### src/rtl/spi_pkg.sv
// Shared constants for the SPI responder: FSM state encoding, SPI mode
// encodings and the minimum sclk phase length in system clock cycles.
// Optional feature macro: SPI_SLAVE_SCLK_FILTER_EN (sclk glitch filter).
package spi_pkg;

    // FSM state encoding
    localparam logic [0:0] ST_IDLE   = 1'b0;
    localparam logic [0:0] ST_ACTIVE = 1'b1;

    // SPI modes encoded as {cpol, cpha}
    localparam logic [1:0] MODE0 = 2'b00;
    localparam logic [1:0] MODE1 = 2'b01;
    localparam logic [1:0] MODE2 = 2'b10;
    localparam logic [1:0] MODE3 = 2'b11;

    // Shortest sclk phase (in clock cycles) the responder can follow
`ifdef SPI_SLAVE_SCLK_FILTER_EN
    localparam int MIN_PHASE = 5;
`else
    localparam int MIN_PHASE = 4;
`endif

endpackage

### src/rtl/spi_sync.sv
// Two-flop synchroniser for one asynchronous pad input. RESET_VAL sets the
// value both flops take during reset (1 for an active-low select, 0 otherwise).
module spi_sync #(
    parameter logic RESET_VAL = 1'b0
) (
    input  logic clock,
    input  logic reset,
    input  logic din_i,
    output logic dout_o
);

    logic meta_q;
    logic sync_q;

    // Two-stage capture of the asynchronous input
    always_ff @(posedge clock) begin
        if (reset) begin
            meta_q <= RESET_VAL;
            sync_q <= RESET_VAL;
        end else begin
            meta_q <= din_i;
            sync_q <= meta_q;
        end
    end

    assign dout_o = sync_q;

endmodule

### src/rtl/spi_slave_core.sv
// SPI responder: oversamples sclk/ss_n/mosi with the system clock,
// deserialises D_WIDTH-bit words onto rx_data and serialises tx_data onto
// miso, MSB first, in any CPOL/CPHA mode with back-to-back words.
// Optional feature macro: SPI_SLAVE_SCLK_FILTER_EN -- when defined, the
// synchronised sclk must be stable for two samples before it is accepted.
module spi_slave_core
    import spi_pkg::*;
#(
    parameter int D_WIDTH = 8
) (
    input  logic               clock,
    input  logic               reset,
    input  logic               cpol,
    input  logic               cpha,
    input  logic [D_WIDTH-1:0] tx_data,
    input  logic               sclk,
    input  logic               ss_n,
    input  logic               mosi,
    output logic               miso,
    output logic               tx_ack,
    output logic [D_WIDTH-1:0] rx_data,
    output logic               rx_valid,
    output logic               busy
);

    localparam int CNT_W = $clog2(D_WIDTH + 1);

    logic sclk_sync;
    logic ss_n_sync;
    logic mosi_sync;

    spi_sync #(.RESET_VAL(1'b0)) u_sync_sclk (
        .clock (clock),
        .reset (reset),
        .din_i (sclk),
        .dout_o(sclk_sync)
    );

    spi_sync #(.RESET_VAL(1'b1)) u_sync_ss_n (
        .clock (clock),
        .reset (reset),
        .din_i (ss_n),
        .dout_o(ss_n_sync)
    );

    spi_sync #(.RESET_VAL(1'b0)) u_sync_mosi (
        .clock (clock),
        .reset (reset),
        .din_i (mosi),
        .dout_o(mosi_sync)
    );

    // ------------------------------------------------------------------
    // sclk edge detection
    // ------------------------------------------------------------------
    logic sclk_q;      // previous accepted sclk level
    logic sclk_f;      // accepted (optionally filtered) sclk level
    logic sample_q;    // registered sample-edge strobe
    logic shift_q;     // registered shift-edge strobe

`ifdef SPI_SLAVE_SCLK_FILTER_EN
    logic sclk_prev_q;

    // Remember the last synchronised sample so a level is only accepted
    // once it has been seen twice in a row
    always_ff @(posedge clock) begin
        if (reset) begin
            sclk_prev_q <= 1'b0;
        end else begin
            sclk_prev_q <= sclk_sync;
        end
    end

    assign sclk_f = (sclk_sync == sclk_prev_q) ? sclk_sync : sclk_q;
`else
    assign sclk_f = sclk_sync;
`endif

    logic sclk_edge;
    logic lead_edge;
    logic trail_edge;

    assign sclk_edge  = (sclk_f != sclk_q);
    assign lead_edge  = sclk_edge && (sclk_f != cpol);
    assign trail_edge = sclk_edge && (sclk_f == cpol);

    // Register the edge strobes; cpha picks which edge samples mosi
    always_ff @(posedge clock) begin
        if (reset) begin
            sclk_q   <= 1'b0;
            sample_q <= 1'b0;
            shift_q  <= 1'b0;
        end else begin
            sclk_q   <= sclk_f;
            sample_q <= cpha ? trail_edge : lead_edge;
            shift_q  <= cpha ? lead_edge  : trail_edge;
        end
    end

    // ------------------------------------------------------------------
    // Frame FSM and shift registers
    // ------------------------------------------------------------------
    logic [0:0]         state_q,    state_d;
    logic [CNT_W-1:0]   bit_cnt_q,  bit_cnt_d;
    logic [D_WIDTH-1:0] rx_shift_q, rx_shift_d;
    logic [D_WIDTH-1:0] tx_shift_q, tx_shift_d;
    logic [D_WIDTH-1:0] rx_data_q,  rx_data_d;
    logic               rx_valid_q, rx_valid_d;
    logic               tx_ack_q,   tx_ack_d;
    logic               miso_q,     miso_d;

    // Next-state logic: select/deselect, bit sampling, word boundary, shifting
    always_comb begin
        state_d    = state_q;
        bit_cnt_d  = bit_cnt_q;
        rx_shift_d = rx_shift_q;
        tx_shift_d = tx_shift_q;
        rx_data_d  = rx_data_q;
        rx_valid_d = 1'b0;
        tx_ack_d   = 1'b0;

        case (state_q)
            ST_IDLE: begin
                bit_cnt_d = '0;
                if (!ss_n_sync) begin
                    state_d    = ST_ACTIVE;
                    tx_shift_d = tx_data;
                    tx_ack_d   = 1'b1;
                end
            end
            default: begin
                if (ss_n_sync) begin
                    // Deselect beats any pending edge; partial word dropped
                    state_d   = ST_IDLE;
                    bit_cnt_d = '0;
                end else if (sample_q) begin
                    rx_shift_d = {rx_shift_q[D_WIDTH-2:0], mosi_sync};
                    if (bit_cnt_q == CNT_W'(D_WIDTH - 1)) begin
                        rx_data_d  = rx_shift_d;
                        rx_valid_d = 1'b1;
                        bit_cnt_d  = '0;
                        tx_shift_d = tx_data;
                        tx_ack_d   = 1'b1;
                    end else begin
                        bit_cnt_d = bit_cnt_q + CNT_W'(1);
                    end
                end else if (shift_q && (bit_cnt_q != '0)) begin
                    // A shift edge right after a load must keep the new MSB
                    tx_shift_d = {tx_shift_q[D_WIDTH-2:0], 1'b0};
                end
            end
        endcase

        miso_d = (state_d == ST_ACTIVE) ? tx_shift_d[D_WIDTH-1] : 1'b1;
    end

    // State and datapath registers
    always_ff @(posedge clock) begin
        if (reset) begin
            state_q    <= ST_IDLE;
            bit_cnt_q  <= '0;
            rx_shift_q <= '0;
            tx_shift_q <= '0;
            rx_data_q  <= '0;
            rx_valid_q <= 1'b0;
            tx_ack_q   <= 1'b0;
            miso_q     <= 1'b1;
        end else begin
            state_q    <= state_d;
            bit_cnt_q  <= bit_cnt_d;
            rx_shift_q <= rx_shift_d;
            tx_shift_q <= tx_shift_d;
            rx_data_q  <= rx_data_d;
            rx_valid_q <= rx_valid_d;
            tx_ack_q   <= tx_ack_d;
            miso_q     <= miso_d;
        end
    end

    assign miso     = miso_q;
    assign tx_ack   = tx_ack_q;
    assign rx_data  = rx_data_q;
    assign rx_valid = rx_valid_q;
    assign busy     = (state_q == ST_ACTIVE);

endmodule
### config.mk
export PLATFORM = sky130hd
export DESIGN_NAME = spi_slave_core
export DESIGN_NICKNAME = d
export VERILOG_FILES = /design/src/rtl/spi_pkg.sv /design/src/rtl/spi_sync.sv /design/src/rtl/spi_slave_core.sv
export SDC_FILE = /design/constraint.sdc
export NUM_CORES = 1
export LEC_CHECK = 0
export CAP_MARGIN = 20
export CORE_AREA = 3 3 64 66
export CTS_CLUSTER_SIZE = 30
export DETAILED_ROUTE_END_ITERATION = 16
export DIE_AREA = 0 0 67 69
export PLACE_DENSITY = 0.84
export RECOVER_POWER = 25
export SYNTH_ARGS = -nofsm -noshare
export SYNTH_HDL_FRONTEND = slang
export SYNTH_SLANG_ARGS = --single-unit
### constraint.sdc
create_clock -name clock -period 1.5 [get_ports clock]
set_input_delay 0.15 -clock clock [delete_from_list [all_inputs] [get_ports clock]]
set_output_delay 0.15 -clock clock [all_outputs]
set_load 0.02 [all_outputs]
# Word level (Yosys, flattened, before mapping)
# Cells that the tools add are included.
# classes
addsub,1
n_eq_ne,6
muxes,14
bitwise_logic,2
n_reduce_logical,10
# op_table
operator,n
8-bit two-way mux,6
1-bit two-way mux,7
3-bit by 2-bit inequality test with 1-bit output (second input constant),2
3-bit AND reduction,2
4-bit by 1-bit adder with 4-bit output (second input constant),1
4-bit by 3-bit == test with 1-bit output (second input constant),1
4-bit two-way mux,1
4-bit AND reduction,1
4-bit nonzero test,1
2-bit OR reduction,2
1-bit logical AND,3
3-bit OR reduction,1
1-bit inequality test,2
1-bit inverter,2
1-bit == test,1
# word_totals
ff_bits,40
inputBits,15
output_inout_bits,12
word_cells,51

# Depth between registers and ports, before layout
# Gate-level depths: netlist of the first run.
# depth
ltp_word,6
depth_mapped,7
mapped_depth_nobuf,6

# By module
# Synthesis of the first run repeated with hierarchy kept, for this count alone.
# unflattened
hier_cells,150
area_unflattened_um2,1576.5
# by_module_without_submodules
module,instances,cells_each,area_each_um2
spi_slave_core,1,138,1418.9
spi_sync,3,4,52.6

# Worst setup path after synthesis of the first run
# Ideal clock, no wire load.
# synth_timing
kind,reg-to-reg
from,reg state_q (netlist: busy)
to,reg rx_data_q[5] (netlist: rx_data[5])
t_arrival_ns,1.370
required_ns,1.372
path_slack_ns,0.003
stages_incl_launch_ff,8
path_buffers,3
period_less_slack_ns,1.497
path_cell_list,dfxtp_1 > buf_4 > nand3b_1 > buf_4 > nor2b_1 > buf_4 > mux2i_1 > nor2_1
# synth_via
elab_chain_len,1
# synth_rtl
item,line_no,text
from (decl),spi_slave_core.sv:103,"logic [0:0] state_q, state_d;"
from (signal assigned),spi_slave_core.sv:169,state_q <= state_d;
4-bit AND reduction (no line),-,
to (signal assigned),spi_slave_core.sv:173,rx_data_q <= rx_data_d;
to (decl),spi_slave_core.sv:107,"logic [D_WIDTH-1:0] rx_data_q, rx_data_d;"
# No other way between the ends.
# A chain may end at the register's enable or synchronous reset.

# Final worst setup path of the first run
# layout_timing
from,reg bit_cnt_q[0]
to,reg tx_shift_q[7]
# layout_via
elab_chain_len,6
# layout_rtl
item,line_no,text
from (decl),spi_slave_core.sv:104,"logic [CNT_W-1:0] bit_cnt_q, bit_cnt_d;"
from (signal assigned),spi_slave_core.sv:170,bit_cnt_q <= bit_cnt_d;
4-bit nonzero test,spi_slave_core.sv:147,end else if (shift_q && (bit_cnt_q != '0)) begin
1-bit logical AND,spi_slave_core.sv:147,
8-bit two-way mux,spi_slave_core.sv:147,
8-bit two-way mux (*),spi_slave_core.sv:136,end else if (sample_q) begin
8-bit two-way mux (*),spi_slave_core.sv:132,if (ss_n_sync) begin
8-bit two-way mux (*),spi_slave_core.sv:122,case (state_q)
to (signal assigned),spi_slave_core.sv:172,tx_shift_q <= tx_shift_d;
to (decl),spi_slave_core.sv:106,"logic [D_WIDTH-1:0] tx_shift_q, tx_shift_d;"
# Mark *: on every way between the ends. The rest lies on a longest branch, timed or not. The select of a mux whose other input is x is not followed.

==> results of run 1 <==
## cells in the mapped netlist, types with 2 or more instances
library cell / count
sky130_fd_sc_hd__nand2_1: 3
sky130_fd_sc_hd__nor3_1: 3
sky130_fd_sc_hd__ha_1: 2
sky130_fd_sc_hd__nand4b_1: 2
sky130_fd_sc_hd__nor2_1: 19
sky130_fd_sc_hd__xor2_1: 3
sky130_fd_sc_hd__o211ai_2: 2
sky130_fd_sc_hd__a21oi_2: 6
sky130_fd_sc_hd__buf_4: 4
sky130_fd_sc_hd__nand2b_1: 2
sky130_fd_sc_hd__nor2b_1: 8
sky130_fd_sc_hd__clkbuf_1: 3
sky130_fd_sc_hd__a32oi_1: 6
sky130_fd_sc_hd__a21oi_1: 2
sky130_fd_sc_hd__dfxtp_1: 40
sky130_fd_sc_hd__inv_1: 5
sky130_fd_sc_hd__and2_1: 2
sky130_fd_sc_hd__or2_2: 2
sky130_fd_sc_hd__mux2i_1: 18
sky130_fd_sc_hd__a311oi_1: 5
## critical path: stages, from the launching register on
cell and delay [ns]:
sky130_fd_sc_hd__dfxtp_2 0.34, sky130_fd_sc_hd__inv_2 0.07, sky130_fd_sc_hd__ha_4 0.13, sky130_fd_sc_hd__or3b_4 0.40, sky130_fd_sc_hd__a21oi_4 0.16, sky130_fd_sc_hd__o211ai_2 0.11, sky130_fd_sc_hd__a221oi_2 0.23
## registers in the layout (all words and copies together), names as in the netlist
signal / count
sample_q: 1
u_sync_sclk.dout_o: 1
u_sync_ss_n.meta_q: 1
busy: 1
tx_shift_q: 8
u_sync_mosi.meta_q: 1
rx_shift_q: 7
sclk_q: 1
u_sync_ss_n.dout_o: 1
rx_valid: 1
bit_cnt_q: 4
u_sync_mosi.dout_o: 1
miso: 1
shift_q: 1
tx_ack: 1
u_sync_sclk.meta_q: 1
rx_data: 8
## power by group
| part | switching [mW] | internal, mW | leakage, nW |
|---|---|---|---|
| clock network | 0.364 | 0.655 | 0.0642 |
| registers | 0.0150 | 1.08 | 0.326 |
| logic | 0.0677 | 0.0781 | 0.473 |
## what timing repair did
action,CTS,global route
setup endpoints to repair,13,15
pin swaps,8,7
gates resized for setup,5,14
buffers inserted,0,1
## per-layer routing
metal / routed length (um) / share of wire / vias up
li1: - / - / 642
met1: 1530 / 0.44 / 604
met2: 1720 / 0.49 / 36
met3: 195 / 0.056 / 5
met4: 55 / 0.016 / 0
met5: 0 / 0 / -
## path summary, 6_finish.rpt
check	start	to	slack (ns)	depth (start not counted)
min	sclk	u_sync_sclk.meta_q	0.41	2
max reg2reg	bit_cnt_q[0]	tx_shift_q[7]	-0.03	6
max	bit_cnt_q[0]	tx_shift_q[7]	-0.03	6
min reg2reg	u_sync_ss_n.meta_q	u_sync_ss_n.dout_o	0.42	1
## metrics by stage
stage,hold WS [ns],cells,util
floorplan,0.254,159,-
global placement,0.394,239,0.566
detailed placement,0.401,239,0.566
CTS,0.393,246,0.606
global route,0.407,247,0.621
finish,0.407,247,0.621
## area by class of cell
class	count	area, um^2	area share
Clock inverter	2	60.1	0.0266
Sequential cell	40	805	0.356
Timing Repair Buffer	43	394	0.175
Tap cell	48	60.1	0.0266
Multi-Input combinational cell	103	847	0.375
Inverter	6	22.5	0.00998
Clock buffer	5	68.8	0.0305
## cell families (layout without fill, tap and decap cells)
logic type                 after synthesis  after routing  synth area share
adders and majority gates                2              2            0.0150
AOI/OAI and AO/OA                       30             30             0.157
xor gates and xnor gates                 3              3            0.0158
muxes                                   18             18             0.108
buffers and inverters                   16             56            0.0504
and+or+nand+nor                         50             50             0.172
DFF                                     40             40             0.481
==> implementation parameters, run 1 <==
Parameter                              Value

Routing
  Remaining DRCs    0
  Avg WL per Cell    14.2 um
  Post-detailed-route via-to-cell ratio    5.21
  DR pass1 iterations    4
  Antenna Violating Nets Remaining    0
  Total wirelength of the detailed-routed design    3500 um
  DRC marker count from the first detailed-route iteration    90
  Number of vias in the routed layout    1,287

Logic synthesis
  Area share of the largest cell type after synthesis    0.481
  Primary FF master, synth    sky130_fd_sc_hd__dfxtp_1
  Synthesized netlist net count    176
  Async set-or-reset flop fraction in the synthesized netlist    0
  Instance count of the mapped netlist    159
  Number of flip-flops and latches in the synthesized netlist    40
  Number of synthesized flops with an enable pin    0
  Sequential element share of the synthesized area    0.481
  Post-synthesis average cell area    10.5 um^2
  Area leader, netlist    sky130_fd_sc_hd__dfxtp_1
  Post-Synthesis Cell Area    1660 um^2
  Most area-consuming cells after synthesis    sky130_fd_sc_hd__dfxtp_1 48%, sky130_fd_sc_hd__mux2i_1 11%, sky130_fd_sc_hd__nor2_1 4.3%
  Synth warn    0
  Count of different cell masters after synthesis    42

Outcome
  Status    complete, but fails checks
  Violations in the final reports    setup timing

GRT
  Global-route wire length before repair    5680 um
  Routing usage on met3    0.0505
  Number of antenna violations at the first check in global routing    0
  Total overflow reported by the global router    0
  Largest net degree at the start of global routing    18
  Routing usage on met2    0.238
  Layer carrying the most global-route usage    met2
  All-Layer GR Usage    0.159
  Met1 track demand over resource in global routing    0.211
  Number of global-route vias before repair    1,231

Timing
  Fmax    654 MHz
  Number of pins exceeding their max-slew limit in the final report    0
  Worst-case clock skew    0.0105 ns
  Fin worst setup slack    -0.0296 ns
  Post-route clock period utilization    1.02
  Slew of the pin with the lowest slew margin    0.465 ns
  Final-layout setup total negative slack    -0.0398 ns
  Worst relative slew slack    0.690
  Final setup violation count    2
  Shortest clock period the worst path allows after layout    1.53 ns
  Count of final hold-check violations    0
  Setup repair after global routing missed its margin    yes

Die
  Vertical extent of the die    69 um
  Die outline area    4620 um^2
  Initial cell density of the core    0.458
  I/O pin cnt    27
  Core Footprint    3630 um^2
  # rows    22
  Die X    67 um

Layout
  Number of antenna repair diodes    0
  Non-Filler Cell Area, Final    2260 um^2
  Layout filler cell count    312
  Net count, final    216
  Most common cell after layout, fill and taps aside    sky130_fd_sc_hd__dfxtp_1
  Commonest non-fill, non-tap cells in the layout    37 x sky130_fd_sc_hd__dfxtp_1, 24 x sky130_fd_sc_hd__clkdlybuf4s50_1, 19 x sky130_fd_sc_hd__nor2_1
  Share of post-route cells with drive strength above 1    0.256
  Layout Area Growth over Synthesis    35.6%

Critical path
  Setup crit start kind    register
  Type of the setup path with the least slack    reg2reg
  WP data required    1.71 ns
  Arrival time of the worst setup path    1.74 ns
  Peak fanout along the critical path    3
  Element type at the critical path end    register

Placed design
  Port Buffers    26
  Detailed Place HPWL    2310 um
  Final RePlAce weighted congestion    0.813
  Worst slack at placement    -0.0677 ns
  Placement-stage cell area    2060 um^2

Power and ir drop
  Reported leakage power    0.864 nW
  Total chip power    2.26 mW
  Maximum vdd drop    521 uV
  Power per Cell Area    1000 nW/um^2

Clock tree
  Clock H-tree levels    2
  Clock tree from TritonCTS    built
  Number of sinks driven by the clock tree    40
  Latest clock arrival within the worst-skew pair    0.29 ns
  Quantity of hold-fixing buffers added after cts    0
  Clock tree buffer depth    2
  Clock transition at the registers of the reported paths    0.08 ns
  Clock tree root driver cell    sky130_fd_sc_hd__clkbuf_8
  Total clock buffers created by CTS    5

Job
  Max cap viols    0

Min path
  Path type of the worst min-delay path    in2reg
Power figures use the tool's default switching activity.
==> inputs of run 2 (changes only) <==
--- a/config.mk
+++ b/config.mk
@@ -6,10 +6,10 @@
 export NUM_CORES = 1
 export LEC_CHECK = 0
 export CAP_MARGIN = 20
-export CORE_AREA = 3 3 64 66
+export CORE_AREA = 2 2 63 65
 export CTS_CLUSTER_SIZE = 30
 export DETAILED_ROUTE_END_ITERATION = 16
-export DIE_AREA = 0 0 67 69
+export DIE_AREA = 0 0 65 67
 export PLACE_DENSITY = 0.84
 export RECOVER_POWER = 25
 export SYNTH_ARGS = -nofsm -noshare
==> implementation parameters, run 2 (synthesis results as in run 1) <==
Parameter                              Value

Power and ir drop
  Reported leakage power    0.819 nW (-5.2%)
  Power per Cell Area    902 nW/um^2 (-10%)
  Maximum vdd drop    695 uV (+33%)
  Total chip power    1.99 mW (-12%)

Placed design
  Placed cell count    238 (-0.42%)
  Placement-stage cell area    2040 um^2 (-0.97%)
  Worst slack at placement    -0.128 ns (-0.0604 ns)
  Port Buffers    26 (unchanged)
  Detailed Place HPWL    2150 um (-6.8%)
  Final RePlAce weighted congestion    0.836 (+2.9%)

GRT
  Number of global-route vias before repair    1,175 (-4.5%)
  Number of antenna violations at the first check in global routing    0 (unchanged)
  Global-route wire length before repair    5330 um (-6.2%)
  Total overflow reported by the global router    0 (unchanged)
  All-Layer GR Usage    0.164 (+0.00574)
  Largest net degree at the start of global routing    20 (+2)

Critical path
  Peak fanout along the critical path    3 (unchanged)
  Type of the setup path with the least slack    reg2reg
  Arrival time of the worst setup path    1.69 ns (-0.05 ns)
  Setup crit start kind    register
  WP data required    1.67 ns (-0.04 ns)
  Reg-to-reg setup timing slack    -0.02 ns (about the same)
  Element type at the critical path end    register

Routing
  Number of vias in the routed layout    1,305 (+1.4%)
  DR pass1 iterations    4 (unchanged)
  Avg WL per Cell    13.2 um (-6.9%)
  Antenna Violating Nets Remaining    0 (unchanged)
  Total wirelength of the detailed-routed design    3280 um (-6.5%)
  Remaining DRCs    0 (unchanged)
  Post-detailed-route via-to-cell ratio    5.26 (+0.99%)
  DRC marker count from the first detailed-route iteration    70 (-22%)

Clock tree
  Clock transition at the registers of the reported paths    0.08 ns (about the same)
  Clock H-tree levels    2 (unchanged)
  Clock tree buffer depth    2 (unchanged)
  Clock tree from TritonCTS    built
  Latest clock arrival within the worst-skew pair    0.30 ns (about the same)
  Quantity of hold-fixing buffers added after cts    0 (unchanged)
  Number of sinks driven by the clock tree    40 (unchanged)
  Total clock buffers created by CTS    5 (unchanged)
  Clock tree root driver cell    sky130_fd_sc_hd__clkbuf_8

Timing
  Worst relative slew slack    0.782 (+0.0918)
  Number of pins exceeding their max-slew limit in the final report    0 (unchanged)
  Shortest clock period the worst path allows after layout    1.52 ns (-0.0145 ns)
  Fmax    660 MHz (+0.96%)
  Post-route clock period utilization    1.01 (-0.00965)
  Worst-case clock skew    0.00601 ns (-0.00452 ns)
  Fin worst setup slack    -0.0152 ns (+0.0145 ns)
  Setup repair after global routing missed its margin    yes
  Slew of the pin with the lowest slew margin    0.327 ns (-0.138 ns)
  Final setup violation count    2 (unchanged)
  Count of final hold-check violations    0 (unchanged)
  Final-layout setup total negative slack    -0.0230 ns (+0.0168 ns)
  Hold Slack    0.402 ns (-0.00521 ns)

Layout
  Share of post-route cells with drive strength above 1    0.260 (+0.00372)
  Non-Filler Cell Area, Final    2200 um^2 (-2.4%)
  Commonest non-fill, non-tap cells in the layout    36 x sky130_fd_sc_hd__dfxtp_1, 25 x sky130_fd_sc_hd__clkdlybuf4s50_1, 19 x sky130_fd_sc_hd__nor2_1
  Layout filler cell count    308 (-1.3%)
  Layout Area Growth over Synthesis    32.4%
  Core Util, Final    0.611 (-0.0102)
  Net count, final    216 (unchanged)
  Most common cell after layout, fill and taps aside    sky130_fd_sc_hd__dfxtp_1
  Final Instance Count excl. Fillers    248 (+0.40%)
  Number of antenna repair diodes    0 (unchanged)

Outcome
  Status    complete, but fails checks
  Violations in the final reports    setup timing

Die
  Die outline area    4360 um^2 (-5.8%)
  # rows    22 (unchanged)
  I/O pin cnt    27 (unchanged)
  Die X    65 um (-3.0%)
  Vertical extent of the die    67 um (-2.9%)
  Core Footprint    3610 um^2 (-0.76%)
  Initial cell density of the core    0.461 (+0.00350)

Min path
  Path type of the worst min-delay path    in2reg

Job
  Max cap viols    0 (unchanged)
## run 2: cell count changes in the layout (fill, tap and decap cells not counted), sizes merged
| cell | previous run | this run |
|---|---|---|
| bufinv | 2 | 0 |
| clkbuf | 7 | 9 |
| clkdlybuf4s50 | 24 | 25 |
| clkinvlp | 0 | 1 |
| dlymetal6s2s | 1 | 0 |
## run 2: critical path, cell delays in order (launching register included)
cell	delay, ns
sky130_fd_sc_hd__dfxtp_2	0.34
sky130_fd_sc_hd__inv_2	0.07
sky130_fd_sc_hd__ha_4	0.14
sky130_fd_sc_hd__or3b_4	0.39
sky130_fd_sc_hd__a31o_1	0.21
sky130_fd_sc_hd__o211ai_2	0.18
sky130_fd_sc_hd__a221oi_2	0.07
## run 2: path summary, 6_finish.rpt
path	start	to	depth (start not counted)
worst max-delay path	bit_cnt_q[1]	tx_shift_q[7]	6
worst min-delay path	mosi	u_sync_mosi.meta_q	2
worst max register to register	bit_cnt_q[1]	tx_shift_q[7]	6
worst min register to register	u_sync_ss_n.meta_q	u_sync_ss_n.dout_o	1
## run 2: power by group
part | internal [mW] | switching (mW) | total (mW)
registers | 1.08 | 0.0143 | 1.10
logic | 0.0753 | 0.0616 | 0.137
clock network | 0.374 | 0.380 | 0.754
## run 2: area by class of cell
type / instances / area [um^2] / share of cell area
Inverter: 6 / 22.5 / 0.0102
Clock buffer: 7 / 86.3 / 0.0392
Tap cell: 48 / 60.1 / 0.0273
Timing Repair Buffer: 43 / 389 / 0.177
Multi-Input combinational cell: 103 / 832 / 0.378
Clock inverter: 1 / 7.51 / 0.00341
Sequential cell: 40 / 806 / 0.366
## run 2: metal layers
layer	vias up	track usage	wire length (um)
met5	-	0	0
met3	5	0.0625	167
li1	646	-	-
met4	0	0.0559	48
met2	24	0.276	1530
met1	630	0.192	1530
## run 2: timing repair
item / CTS / global route
setup endpoints to repair: 13 / 16
resized for setup: 9 / 10
cloned: 0 / 1
pin swaps: 11 / 8
buffers inserted: 0 / 1
==> inputs of run 3 (changes only) <==
--- a/config.mk
+++ b/config.mk
@@ -5,6 +5,7 @@
 export SDC_FILE = /design/constraint.sdc
 export NUM_CORES = 1
 export LEC_CHECK = 0
+export ABC_AREA = 1
 export CAP_MARGIN = 20
 export CORE_AREA = 2 2 63 65
 export CTS_CLUSTER_SIZE = 30
==> implementation parameters, run 3 <==
Parameter                              Value

Outcome
  Status    complete, no violations

Critical path
  WP data required    1.69 ns (+0.02 ns)
  Setup crit start kind    register
  Type of the setup path with the least slack    reg2reg
  Peak fanout along the critical path    8 (+5)
  Arrival time of the worst setup path    1.63 ns (-0.06 ns)
  Reg-to-reg setup timing slack    0.07 ns (+0.08 ns)
  Element type at the critical path end    register

Power and ir drop
  Internal power summed over all cells    1.53 mW (-0.19%)
  Switching Share    0.239 (+0.00990)
  Clock network fraction of total power    0.377 (-0.002)
  Power per Cell Area    935 nW/um^2 (+3.7%)
  Total chip power    2.01 mW (+1.1%)
  Combinational power share    0.077 (+0.008)
  Flop pwr share    0.547 (-0.005)
  Net switching power figure    481 uW (+5.5%)
  Maximum vdd drop    715 uV (+2.9%)
  Reported leakage power    0.899 nW (+9.7%)

Routing
  Number of vias in the routed layout    1,492 (+14%)
  Total wirelength of the detailed-routed design    3540 um (+8.1%)
  DRC marker count from the first detailed-route iteration    155 (+120%)
  Remaining DRCs    0 (unchanged)
  Antenna Violating Nets Remaining    0 (unchanged)
  Avg WL per Cell    11.6 um (-12%)
  Post-detailed-route via-to-cell ratio    4.91 (-6.7%)
  DR pass1 iterations    5 (+1)

Clock tree
  Clock H-tree levels    2 (unchanged)
  Number of sinks driven by the clock tree    40 (unchanged)
  Clock transition at the registers of the reported paths    0.08 ns (about the same)
  Clock tree root driver cell    sky130_fd_sc_hd__clkbuf_8
  Total clock buffers created by CTS    5 (unchanged)
  Clock tree from TritonCTS    built
  Clock tree buffer depth    2 (unchanged)
  Latest clock arrival within the worst-skew pair    0.30 ns (about the same)

Logic synthesis
  Primary FF master, synth    sky130_fd_sc_hd__dfxtp_1
  Main combinational cell family by area after synthesis    simple AND/OR/NAND/NOR gates
  Share of the synthesized area in compound gates (AO/OA/AOI/OAI)    0.119 (-0.0383)
  Area share of the largest cell type after synthesis    0.481 (unchanged)
  Count of different cell masters after synthesis    25 (-40%)
  Synthesized netlist net count    236 (+34%)
  Library cell with the highest instance count after synthesis    sky130_fd_sc_hd__dfxtp_1
  Synth warn    0 (unchanged)
  Post-synthesis adder-cell area fraction    0.0150 (unchanged)
  Number of flip-flops and latches in the synthesized netlist    40 (unchanged)
  Post-synthesis simple-gate area fraction    0.268 (+0.0962)
  Most area-consuming cells after synthesis    sky130_fd_sc_hd__dfxtp_1 48%, sky130_fd_sc_hd__nor2_1 8.3%, sky130_fd_sc_hd__inv_1 7.0%
  Area leader, netlist    sky130_fd_sc_hd__dfxtp_1
  Post-Synthesis Cell Area    1660 um^2 (unchanged)
  XOR/XNOR Fraction of Synth Area    0.0158 (unchanged)
  Sequential element share of the synthesized area    0.481 (unchanged)
  Ranking of synthesized cells by instance count    40 x sky130_fd_sc_hd__dfxtp_1, 37 x sky130_fd_sc_hd__nor2_1, 31 x sky130_fd_sc_hd__inv_1, 31 x sky130_fd_sc_hd__nand2_1, 20 x sky130_fd_sc_hd__o21ai_0
  Async set-or-reset flop fraction in the synthesized netlist    0 (unchanged)
  Instance count of the mapped netlist    219 (+38%)
  Post-synthesis average cell area    7.60 um^2 (-27%)
  Number of synthesized flops with an enable pin    0 (unchanged)
  Mux contribution to synthesized area    0 (-0.108)

Placed design
  Final RePlAce weighted congestion    0.882 (+5.5%)
  Port Buffers    26 (unchanged)
  Detailed Place HPWL    2440 um (+13%)

Timing
  Count of final hold-check violations    0 (unchanged)
  Post-route clock period utilization    0.956 (-0.0541)
  Slew of the pin with the lowest slew margin    0.540 ns (+0.213 ns)
  Worst-case clock skew    0.00220 ns (-0.00381 ns)
  Shortest clock period the worst path allows after layout    1.43 ns (-0.0812 ns)
  Final setup violation count    0 (-2)
  Worst relative slew slack    0.640 (-0.142)
  Number of pins exceeding their max-slew limit in the final report    0 (unchanged)
  Fmax    697 MHz (+5.7%)

Layout
  Layout Area Growth over Synthesis    29.1%
  Net count, final    272 (+26%)
  Share of post-route cells with drive strength above 1    0.156 (-0.104)
  Most common cell after layout, fill and taps aside    sky130_fd_sc_hd__dfxtp_1
  Layout filler cell count    314 (+1.9%)
  Core Util, Final    0.596 (-0.0153)
  Number of antenna repair diodes    0 (unchanged)
  Commonest non-fill, non-tap cells in the layout    38 x sky130_fd_sc_hd__dfxtp_1, 35 x sky130_fd_sc_hd__nor2_1, 31 x sky130_fd_sc_hd__inv_1

Die
  Die outline area    4360 um^2 (unchanged)
  Initial cell density of the core    0.461 (unchanged)
  # rows    22 (unchanged)
  I/O pin cnt    27 (unchanged)
  Die X    65 um (unchanged)
  Vertical extent of the die    67 um (unchanged)
  Core Footprint    3610 um^2 (unchanged)

GRT
  Total overflow reported by the global router    0 (unchanged)
  All-Layer GR Usage    0.175 (+0.0103)
  Global-route wire length before repair    5750 um (+8.0%)
  Largest net degree at the start of global routing    21 (+5.0%)
  Number of global-route vias before repair    1,355 (+15%)
  Number of antenna violations at the first check in global routing    0 (unchanged)

Job
  Max cap viols    0 (unchanged)

Min path
  Path type of the worst min-delay path    in2reg
==> run 3: area by class of cell <==
class,count,area (um^2),share of cell area
multi-input cells,138,724,0.337
inverters,35,136,0.0635
clock inverters,2,15.0,0.00699
flip-flops and latches,40,803,0.374
well taps,48,60.1,0.0280
repair buffers,35,327,0.152
clock buffers,6,82.6,0.0384
==> run 3: kinds of logic after synthesis <==
logic type | after synthesis
AND/OR/NAND/NOR | 95
flip-flops | 40
adder cells (fa/ha/maj) | 2
AO/OA/AOI/OAI | 38
buffers and inverters | 41
XOR/XNOR | 3
==> run 3: metal layers <==
metal | global-route usage | share of wire | vias to the layer above
met1 | 0.211 | 0.45 | 665
li1 | - | - | 761
met5 | 0 | 0 | -
met2 | 0.281 | 0.46 | 57
met4 | 0.0665 | 0.019 | 0
met3 | 0.0659 | 0.071 | 9
==> run 3: through the flow <==
| step | setup slack, ns | area (um^2) | setup TNS [ns] | hold WS (ns) | std cells |
|---|---|---|---|---|---|
| floorplan | 0.121 | 1660 | 0 | 0.240 | 219 |
| global placement | 0.0470 | 1990 | 0 | 0.389 | 292 |
| detailed placement | 0.00118 | 1990 | 0 | 0.394 | 292 |
| CTS | 0.0348 | 2090 | 0 | 0.346 | 300 |
| global route | -0.0175 | 2150 | -0.0642 | 0.378 | 304 |
| finish | 0.0660 | 2150 | 0 | 0.357 | 304 |
==> run 3: final timing paths <==
check,from,to,cells after the start
worst max-delay path,bit_cnt_q[0],tx_shift_q[6],10
worst min-delay path,mosi,u_sync_mosi.meta_q,3
worst max register to register,bit_cnt_q[0],tx_shift_q[6],10
worst min register to register,u_sync_sclk.meta_q,u_sync_sclk.dout_o,2
==> run 3: repair_timing <==
action                     4_1_cts  5_1_grt
setup endpoints to repair        6       14
gates resized for setup          2       10
hold buffers                     0        0
pin swaps                        0        3
buffers inserted                 0        4
==> run 3: power groups by stage <==
stage | sequential (mW) | combinational [mW] | clock (mW)
floorplan | 1.12 | 0.0825 | 0
global placement | 1.12 | 0.144 | 0
detailed placement | 1.12 | 0.147 | 0
CTS | 1.10 | 0.147 | 0.778
global route | 1.10 | 0.169 | 0.823
finish | 1.10 | 0.154 | 0.757
==> run 3: worst max-delay path, stage by stage (launching register included) <==
cell and delay [ns]:
sky130_fd_sc_hd__dfxtp_2 0.35, sky130_fd_sc_hd__ha_2 0.19, sky130_fd_sc_hd__nand2_2 0.07, sky130_fd_sc_hd__nor2_4 0.11, sky130_fd_sc_hd__nand3_4 0.10, sky130_fd_sc_hd__nand2_4 0.13
sky130_fd_sc_hd__inv_6 0.06, sky130_fd_sc_hd__nand2_4 0.09, sky130_fd_sc_hd__inv_2 0.05, sky130_fd_sc_hd__nor2_2 0.12, sky130_fd_sc_hd__nor2_1 0.06
